**src/rtl/histogram_peak_reader.sv**
```systemverilog
// histogram_peak_reader: reads x/y projection histograms and reports the peak bin of each axis
module histogram_peak_reader #(
  parameter int NUM_BINS = 256,
  parameter logic [7:0] MIN_PEAK = 8'd4,
  parameter int TIMEOUT = 1024
) (
  input  logic       clk,
  input  logic       reset,
  input  logic       startRead,
  output logic       readHistogram,
  input  logic [7:0] xHistogramIn,
  input  logic       xValid,
  input  logic [7:0] yHistogramIn,
  input  logic       yValid,
  output logic [7:0] xPeakIndex,
  output logic [7:0] xPeakValue,
  output logic [7:0] yPeakIndex,
  output logic [7:0] yPeakValue,
  output logic       peakFound,
  output logic       resultValid,
  output logic       busy,
  output logic       timeoutError
);
  localparam int TW = $clog2(TIMEOUT);
  localparam logic [7:0] LAST = 8'(NUM_BINS - 1);
  localparam logic [TW-1:0] TLAST = TW'(TIMEOUT - 1);

  typedef enum logic [1:0] {IDLE, COLLECT, DONE} stateT;
  stateT state;

  logic [7:0] xCnt, yCnt, xMax, yMax, xIdx, yIdx;
  logic [7:0] xMaxN, yMaxN, xIdxN, yIdxN;
  logic xDone, yDone, xDoneN, yDoneN, xAcc, yAcc, xHit, yHit;
  logic [TW-1:0] idleCnt;

  assign busy = state != IDLE;

  // next running maxima including this cycle's beats; strict compare keeps the lowest index on ties
  always_comb begin
    xAcc = state == COLLECT && xValid && !xDone;
    yAcc = state == COLLECT && yValid && !yDone;
    xHit = xAcc && xHistogramIn > xMax;
    yHit = yAcc && yHistogramIn > yMax;
    xMaxN = xHit ? xHistogramIn : xMax;
    yMaxN = yHit ? yHistogramIn : yMax;
    xIdxN = xHit ? xCnt : xIdx;
    yIdxN = yHit ? yCnt : yIdx;
    xDoneN = xDone || (xAcc && xCnt == LAST);
    yDoneN = yDone || (yAcc && yCnt == LAST);
  end

  // read sequencer: collect both streams, publish peaks on completion, abort on idle timeout
  always_ff @(posedge clk) begin
    if (reset) begin
      state <= IDLE;
      readHistogram <= 1'b0;
      xPeakIndex <= '0;
      xPeakValue <= '0;
      yPeakIndex <= '0;
      yPeakValue <= '0;
      peakFound <= 1'b0;
      resultValid <= 1'b0;
      timeoutError <= 1'b0;
      xCnt <= '0;
      yCnt <= '0;
      xMax <= '0;
      yMax <= '0;
      xIdx <= '0;
      yIdx <= '0;
      xDone <= 1'b0;
      yDone <= 1'b0;
      idleCnt <= '0;
    end else begin
      case (state)
        IDLE: begin
          resultValid <= 1'b0;
          if (startRead) begin
            state <= COLLECT;
            readHistogram <= 1'b1;
            timeoutError <= 1'b0;
            xCnt <= '0;
            yCnt <= '0;
            xMax <= '0;
            yMax <= '0;
            xIdx <= '0;
            yIdx <= '0;
            xDone <= 1'b0;
            yDone <= 1'b0;
            idleCnt <= '0;
          end
        end
        COLLECT: begin
          xMax <= xMaxN;
          yMax <= yMaxN;
          xIdx <= xIdxN;
          yIdx <= yIdxN;
          xDone <= xDoneN;
          yDone <= yDoneN;
          xCnt <= xCnt + 8'(xAcc);
          yCnt <= yCnt + 8'(yAcc);
          idleCnt <= (xAcc || yAcc) ? '0 : idleCnt + TW'(1);
          if (xDoneN && yDoneN) begin
            state <= DONE;
            readHistogram <= 1'b0;
            xPeakIndex <= xIdxN;
            xPeakValue <= xMaxN;
            yPeakIndex <= yIdxN;
            yPeakValue <= yMaxN;
            peakFound <= xMaxN >= MIN_PEAK && yMaxN >= MIN_PEAK;
            resultValid <= 1'b1;
          end else if (!(xAcc || yAcc) && idleCnt == TLAST) begin
            state <= DONE;
            readHistogram <= 1'b0;
            timeoutError <= 1'b1;
          end
        end
        DONE: begin
          resultValid <= 1'b0;
          state <= IDLE;
        end
        default: state <= IDLE;
      endcase
    end
  end
endmodule

```
**config.mk**
```make
export PLATFORM = sky130hd
export DESIGN_NAME = histogram_peak_reader
export DESIGN_NICKNAME = d
export VERILOG_FILES = /design/src/rtl/histogram_peak_reader.sv
export SDC_FILE = /design/constraint.sdc
export NUM_CORES = 1
export LEC_CHECK = 0
export CAP_MARGIN = 20
export CELL_PAD_IN_SITES_DETAIL_PLACEMENT = 0
export CELL_PAD_IN_SITES_GLOBAL_PLACEMENT = 1
export CORE_ASPECT_RATIO = 2
export CORE_MARGIN = 3
export CORE_UTILIZATION = 38
export DETAILED_ROUTE_END_ITERATION = 8
export HOLD_SLACK_MARGIN = 0.06
export PLACE_DENSITY = 0.83
export SLEW_MARGIN = 10
export SYNTH_ARGS = -nofsm -noshare
export SYNTH_HDL_FRONTEND = slang
export SYNTH_SLANG_ARGS = --single-unit
```
**constraint.sdc**
```tcl
create_clock -name clk -period 2.04 [get_ports clk]
set_input_delay 0.306 -clock clk [delete_from_list [all_inputs] [get_ports clk]]
set_output_delay 0.306 -clock clk [all_outputs]
set_load 0.02 [all_outputs]
```
# == Word level (Yosys, flattened, before mapping) ==
# Index checks and enable logic that the tools add are counted.
# Widths: inputs -> output; s select.
# totals
mem_count,0
elab_cells,93
output_inout_bits,37
rom_bits,0
register_bits,98
latch_bits,0
in_bits,21
ramBits,0
# classes
n_reduce_logical,28
addsub,3
shift,0
bitwise_logic,0
order_cmp,4
mul,0
n_mux,30
eq_ne,10
div_mod_pow,0
# op_table
op,count
$pmux 8 s2,6
$mux 8,5
$mux 10,2
$pmux 10 s2,1
$add 8x1->8,2
$eq 8x8->1 const B,2
$ge 8x3->1 const B,2
$gt 8x8->1,2
$logic_and 1x1->1,11
$add 10x1->10 const B,1
$eq 10x10->1 const B,1
$pmux 1 s2,5
$reduce_and 2->1,4
$mux 1,7
$mux 2,3
$reduce_bool 2->1,3
$ne 2x1->1 const B,2
$ne 2x2->1 const B,2
$pmux 2 s2,1
$reduce_and 4->1,1
$logic_not 1->1,3
$logic_or 1x1->1,3
$ne 3x1->1 const B,1
$reduce_and 3->1,1
other kinds (4),4

# == Longest topological paths before layout ==
# Gate-level depths: netlist of the first run.
# depth
ltp_word,9
depth_mapped,10
ltp_nobuf,8

# == Worst setup path after synthesis of the first run ==
# OpenSTA, ideal clock, no wires.
# synth_path
path_type,reg2reg
startpoint,register xMax[7]
endpoint,register xPeakIndex[0]
required_ns,1.896
setup_slack_ns,-0.123
setup_time_ns,0.144
path_stages_with_launch,11
n_path_buf,2
period_less_slack_ns,2.163
t_arrival_ns,2.019
cell_sequence,dfxtp_1 inv_1 ha_1 nand4_1 or4b_1 a21o_1 and2_4 buf_6 buf_6 nand2_2 a311oi_2
# synth_via
elab_chain_cells,3
# synth_lines
element,line,source
start: declaration,31,"logic [7:0] xCnt, yCnt, xMax, yMax, xIdx, yIdx;"
start signal: assignment,93,xMax <= xMaxN;
$gt 8x8->1,42,xHit = xAcc && xHistogramIn > xMax;
$logic_and 1x1->1,42,
$mux 8,46,xIdxN = xHit ? xCnt : xIdx;
end signal: assignment,105,xPeakIndex <= xIdxN;
end: declaration,15,"output logic [7:0] xPeakIndex,"
# No other way between the ends.
# A chain may end at the register's enable or synchronous reset.

# == Worst setup path after layout of the first run ==
# layout_path
startpoint,input xHistogramIn[2]
endpoint,register xPeakIndex[1]
# layout_via
elab_chain_cells,3
# layout_lines
element,line,source
start: declaration,11,"input logic [7:0] xHistogramIn,"
$gt 8x8->1,42,
$logic_and 1x1->1,42,
$mux 8,46,
# No other way between the ends.

==> results of run 1 <==
power by group through the flow:
stage | clock network (mW) | registers, mW | logic (mW)
final | 1.67 | 1.95 | 0.688
after floorplan | 0 | 2.00 | 0.257
after CTS | 1.69 | 1.95 | 0.582
after detailed placement | 0 | 1.99 | 0.485
after global placement | 0 | 1.99 | 0.478
after global routing | 1.80 | 1.95 | 0.738
repair_timing:
item / CTS / global route
resized for setup: 74 / 115
buffers inserted: 12 / 8
endpoints found under the hold margin: 0 / 0
gates cloned: 4 / 1
hold buffers: 0 / 0
setup endpoints to repair: 65 / 73
pin swaps: 39 / 43
metal layers:
layer | vias to the layer above | routed length, um
met3 | 37 | 491
met1 | 2257 | 5255
met4 | 0 | 534
met5 | - | 0
li1 | 2253 | -
met2 | 116 | 7783
cells by family after synthesis:
family                   count (synthesis)  synth area share, %
adder cells (fa/ha/maj)                 21                5.693
flip-flops                              98                42.50
AO/OA/AOI/OAI                          146                22.17
buffers and inverters                   50                5.367
AND/OR/NAND/NOR                        230                23.88
XOR/XNOR                                 2               0.3796
synth_stat cells, drive strengths merged (7+ instances only):
master / n
inv: 16
nand4: 7
dfxtp: 98
buf: 13
nand2: 99
nor2: 63
ha: 21
nand3: 17
a311oi: 41
a21oi: 54
clkbuf: 21
o21ai: 26
final cells by class:
cell class                 count  area, um2
fill                         982       4653
multi-input combinational    401       3062
sequential                    98       1979
timing repair buffer         160       1549
clock buffer                  10      229.0
tap                          145      181.4
inverter                      16      60.06
clock inverter                 6      57.56
worst max path at each step:
stage,slack [ps],endpoint,start
3_5_place_dp,-670,xPeakValue[2]$_SDFFE_PP0P_,xHistogramIn[5]
2_1_floorplan,-80,xPeakIndex[0]$_SDFFE_PP0P_,xMax[5]$_SDFFE_PP0P_
4_1_cts,-140,xPeakIndex[7]$_SDFFE_PP0P_,xMax[7]$_SDFFE_PP0P_
5_1_grt,-280,xPeakIndex[2]$_SDFFE_PP0P_,xMax[6]$_SDFFE_PP0P_
6_report,-160,xPeakIndex[1]$_SDFFE_PP0P_,xHistogramIn[2]
3_3_place_gp,-610,xPeakValue[2]$_SDFFE_PP0P_,xHistogramIn[0]
through the flow:
stage,hold WS [ps],utilization [%],power (mW)
6_report,275.0,60.47,4.311
5_1_grt,278.8,60.47,4.493
4_1_cts,323.7,56.28,4.225
3_5_place_dp,450.8,49.78,2.476
3_3_place_gp,441.5,49.78,2.468
2_1_floorplan,436.6,-,2.252
worst max-delay path, stage by stage:
cell             delay [ps]
clkdlybuf4s50_1         440
ha_1                    320
nand4_1                 110
or4b_4                  470
a21o_4                  250
nand2_8                 110
buf_12                  160
nand2_2                  70
a311oi_2                220
==> reports/summary.txt, run 1 <==
Failing checks = negative setup slack
Worst Hold End = yMax[0]$_SDFFE_PP0P_
Area after DPL = 5859 um2
CTS root buffer = clkbuf_16
First-pass GRT wire length = 22150 um
HP Start = yHistogramIn[0]
Worst R2R Start = xMax[7]$_SDFFE_PP0P_
Largest net degree at the start of global routing = 39
Synth Instances = 547
RSZ-0062 raised after global routing = yes
Critical path peak fanout = 8
Initial drt markers = 244
Crit start category = input port
Worst slew pin tran = 518.7 ps
Largest Register = idleCnt
Mapped Area = 4616 um2
Pre-CTS WS = -672.9 ps
M2 GR Usage = 36.80%
Die Height = 161.9 um
Post-route clock skew = 7.194 ps
Sequential Power Share = 45.3%
Power Internal = 3.185 mW
Ys async rst share = 0%
Syn Area/Cell = 8.438 um2
Synth top area cells = dfxtp_1 (43%), nand2_1 (6.3%), a311oi_1 (5.9%)
Slew HR = 65.10%
Setup WS post-layout = -164.9 ps
Final worst-path cycle share = 108.1%
GPL Wtd Cong = 0.8527
Hold Crit Class = input port to flip-flop
Cell taking the most area after synthesis = dfxtp_1
Top_reg_cell synth = dfxtp_1
Crit Path Class = input port to flip-flop
Synth warnings = 0
Clk slew on worst S/H paths = 70 ps
Crit path DAT = 2460 ps
Via-to-Cell Ratio = 5.578
R2r endpoint = xPeakIndex[1]$_SDFFE_PP0P_
Seq/Total Area, Yosys = 42.50%
Slew Limit Fails = 0
R2R cell count = 9
Die area = 13580 um2
Switching share of power = 26.11%
Cell area power density = 605.6 nW/um2
Post-route cell area = 7118 um2
Static leakage = 2.736 nW
CORE AREA = 11770 um2
CTS Buf Count = 9
Final net count = 728
Post-route insts no fill = 836
Synthesized Nets = 589
GRT overflow = 0
Flops & latches, synth = 98
FMAX = 0.4535 GHz
Mean routed wirelength per cell = 16.82 um
Initial antenna violation count = 0
CTS tree = done
Antenna viol nets, final = 0
Share of layout cells above drive strength 1 = 39.51%
Min cycle time layout = 2205 ps
Ports = 58
Port Buffer Count = 57
Largest register FFs = 10
Residual DRC = 0
Final Hold Fails = 0
Max-Cap Viols = 0
Via count = 4663
R2r setup slk = -160 ps
Total wire length = 14060 um
NetSw = 1.126 mW
Most common cell after layout, fill and taps aside = dfxtp_1
Commonest non-fill, non-tap cells in the layout = dfxtp_1 (84), buf_4 (78), nor2_1 (59), nand2_1 (48), clkdlybuf4s50_1 (42)
Die width = 83.93 um
Cells after DPL = 796
Number of synthesized flops with an enable pin = 0
Clk sink count = 98
Synth top area share = 42.50%
Initial core utilization = 39.21%
Number of global-route vias before repair = 4681
CTS HTree Levels = 3
Yosys cell types = 51
GRT Total Usage = 20.01%
M1 GR Usage = 21.84%
CP required = 2300 ps
WHS Path Cells = 3
Met3 usage = 3.350%
Setup TNS = -4419 ps
Clock Path Buffers = 2
# setup viols final = 53
Skew-Pair Late Insertion Delay = 340 ps
Outcome = complete, but fails checks
Worst Setup End Kind = flip-flop
Comb pwr share = 16.0%
Row count = 56
Layout area overhead = 54.22%
N_diodes = 0
Clock power share = 38.8%
Busiest grt layer = met2
Detailed placer's ending HPWL = 9075 um
VDD IR-drop max = 570.0 uV
Pre-Repair DR Iteration Count = 5
Note: power is estimated with default switching activity, not from simulation.
==> inputs of run 2 (changes only) <==
==> constraint.sdc (replaced) <==
create_clock -name clk -period 1.8 [get_ports clk]
set_input_delay 0.27 -clock clk [delete_from_list [all_inputs] [get_ports clk]]
set_output_delay 0.27 -clock clk [all_outputs]
set_load 0.02 [all_outputs]
==> reports/summary.txt, run 2 (synthesis gave the netlist of run 1 again) <==
Final worst-path cycle share = 120.0%
Post-route insts no fill = 855 (was 836)
Antenna viol nets, final = 0 (unchanged)
CTS tree = done (unchanged)
Layout area overhead = 60.94% (was 54.22%)
Crit path DAT = 2380 ps (was 2460 ps)
Area after DPL = 6142 um2 (was 5859 um2)
Post-route clock skew = 12.88 ps (was 7.194 ps)
CORE AREA = 11770 um2 (unchanged)
Worst Setup End Kind = flip-flop (unchanged)
Skew-Pair Late Insertion Delay = 350 ps (was 340 ps)
Most common cell after layout, fill and taps aside = buf_4 (was dfxtp_1)
Setup WS post-layout = -360.8 ps (was -164.9 ps)
Hold Crit Class = input port to flip-flop (unchanged)
Via count = 4722 (was 4663)
Via-to-Cell Ratio = 5.523 (was 5.578)
Total Power = 4.801 mW (was 4.311 mW)
# setup viols final = 66 (was 53)
Initial antenna violation count = 0 (unchanged)
Slew HR = 66.77% (was 65.10%)
Cell area power density = 646.3 nW/um2 (was 605.6 nW/um2)
Final Hold Fails = 0 (unchanged)
Initial drt markers = 230 (was 244)
Number of global-route vias before repair = 4760 (was 4681)
CTS HTree Levels = 3 (unchanged)
Cells after DPL = 818 (was 796)
Multi-input gate area = 3202 um2 (was 3062 um2)
# hold bufs at CTS = 0 (unchanged)
First-pass GRT wire length = 22970 um (was 22150 um)
Initial core utilization = 39.21% (unchanged)
Reg area = 1987 um2 (was 1979 um2)
CTS root buffer = clkbuf_16 (unchanged)
Mean routed wirelength per cell = 17.42 um (was 16.82 um)
Crit start category = flip-flop (was input port)
Min cycle time layout = 2161 ps
WHS = 325.5 ps (was 275.0 ps)
Clock Path Buffers = 2 (unchanged)
Ports = 58 (unchanged)
Largest Register = idleCnt (unchanged)
Residual DRC = 0 (unchanged)
Slew Limit Fails = 0 (unchanged)
GRT Total Usage = 20.78% (was 20.01%)
Largest net degree at the start of global routing = 46 (was 39)
Total wire length = 14900 um (was 14060 um)
FMAX = 0.4628 GHz
GRT overflow = 0 (unchanged)
N_diodes = 0 (unchanged)
RSZ-0062 raised after global routing = yes (unchanged)
Port Buffer Count = 57 (unchanged)
Worst slew pin tran = 493.8 ps (was 518.7 ps)
Outcome = complete, but fails checks (unchanged)
Clk slew on worst S/H paths = 70 ps (about the same)
Row count = 56 (unchanged)
Clk sink count = 98 (unchanged)
Static leakage = 2.781 nW (was 2.736 nW)
Post-route cell area = 7428 um2 (was 7118 um2)
Share of layout cells above drive strength 1 = 45.21% (was 39.51%)
Max-Cap Viols = 0 (unchanged)
Fill cell count = 940 (was 982)
Failing checks = negative setup slack (unchanged)
GPL Wtd Cong = 0.8859 (was 0.8527)
Pre-Repair DR Iteration Count = 4 (was 5)
Largest register FFs = 10 (unchanged)
Crit Path Class = flip-flop to flip-flop (was input port to flip-flop)
Setup TNS = -15990 ps (was -4419 ps)
Detailed placer's ending HPWL = 9626 um (was 9075 um)
Critical path peak fanout = 8 (unchanged)
VDD IR-drop max = 634.7 uV (was 570.0 uV)
Die Height = 161.9 um (unchanged)
Final net count = 747 (was 728)
CTS Buf Count = 9 (unchanged)
Commonest non-fill, non-tap cells in the layout = buf_4 (96), dfxtp_1 (78), nor2_1 (59), clkdlybuf4s50_1 (41) (was dfxtp_1 (84), buf_4 (78), nor2_1 (59), nand2_1 (48), clkdlybuf4s50_1 (42))
Die width = 83.93 um (unchanged)
CP required = 2020 ps (was 2300 ps)
Die area = 13580 um2 (unchanged)
-- run 2: final cells by class --
| type | instances | share of cell area [%] |
|---|---|---|
| multi-input combinational | 400 | 43.10 |
| sequential | 98 | 26.75 |
| timing repair buffer | 180 | 23.24 |
| clock buffer | 10 | 3.082 |
| tap | 145 | 2.442 |
| inverter | 16 | 0.8085 |
| clock inverter | 6 | 0.5727 |
-- run 2: final timing paths --
check | to | cells after the start | slack [ps] | from
setup / recovery | xPeakIndex[3]$_SDFFE_PP0P_ | 9 | -360 | xMax[5]$_SDFFE_PP0P_
hold / removal | xPeakValue[1]$_SDFFE_PP0P_ | 3 | 330 | xHistogramIn[1]
setup reg to reg | xPeakIndex[3]$_SDFFE_PP0P_ | 9 | -360 | xMax[5]$_SDFFE_PP0P_
hold reg to reg | xIdx[4]$_SDFFE_PP0P_ | 2 | 470 | xIdx[4]$_SDFFE_PP0P_
-- run 2: timing repair --
item	in CTS	in global routing
resized for setup	117	85
cloned	6	1
setup endpoints to repair	71	80
setup buffers	13	5
pin swaps	71	42
-- run 2: worst max-delay path: stages, from the launching register on --
cell      delay, ps
dfxtp_2         330
inv_1            40
ha_1            290
nand4_1         120
or4b_4          500
a21o_4          240
and2_4          210
buf_12          150
nand2_2          70
a311oi_2         90
-- run 2: where the power goes --
group / switching, mW / leakage [nW] / internal, mW / total, mW
Clock: 0.842 / 0.129 / 0.940 / 1.78
Sequential: 0.0174 / 0.800 / 2.19 / 2.21
Combinational: 0.451 / 1.85 / 0.359 / 0.810
-- run 2: metrics by stage --
stage	util (%)	setup slack, ps
3_5_place_dp	52.18	-834.2
4_1_cts	59.59	-356.5
3_3_place_gp	52.18	-731.4
5_1_grt	63.11	-422.8
2_1_floorplan	-	-315.9
6_report	63.11	-360.8
-- run 2: layer usage --
metal  part of all wire, %  vias to the layer above  global-route usage [%]
met1                    38                     2289                   22.23
met4                   3.7                        0                   10.03
li1                      -                     2291                       -
met3                   2.8                       40                   3.147
met5                     0                        -                       0
met2                    55                      102                   39.01
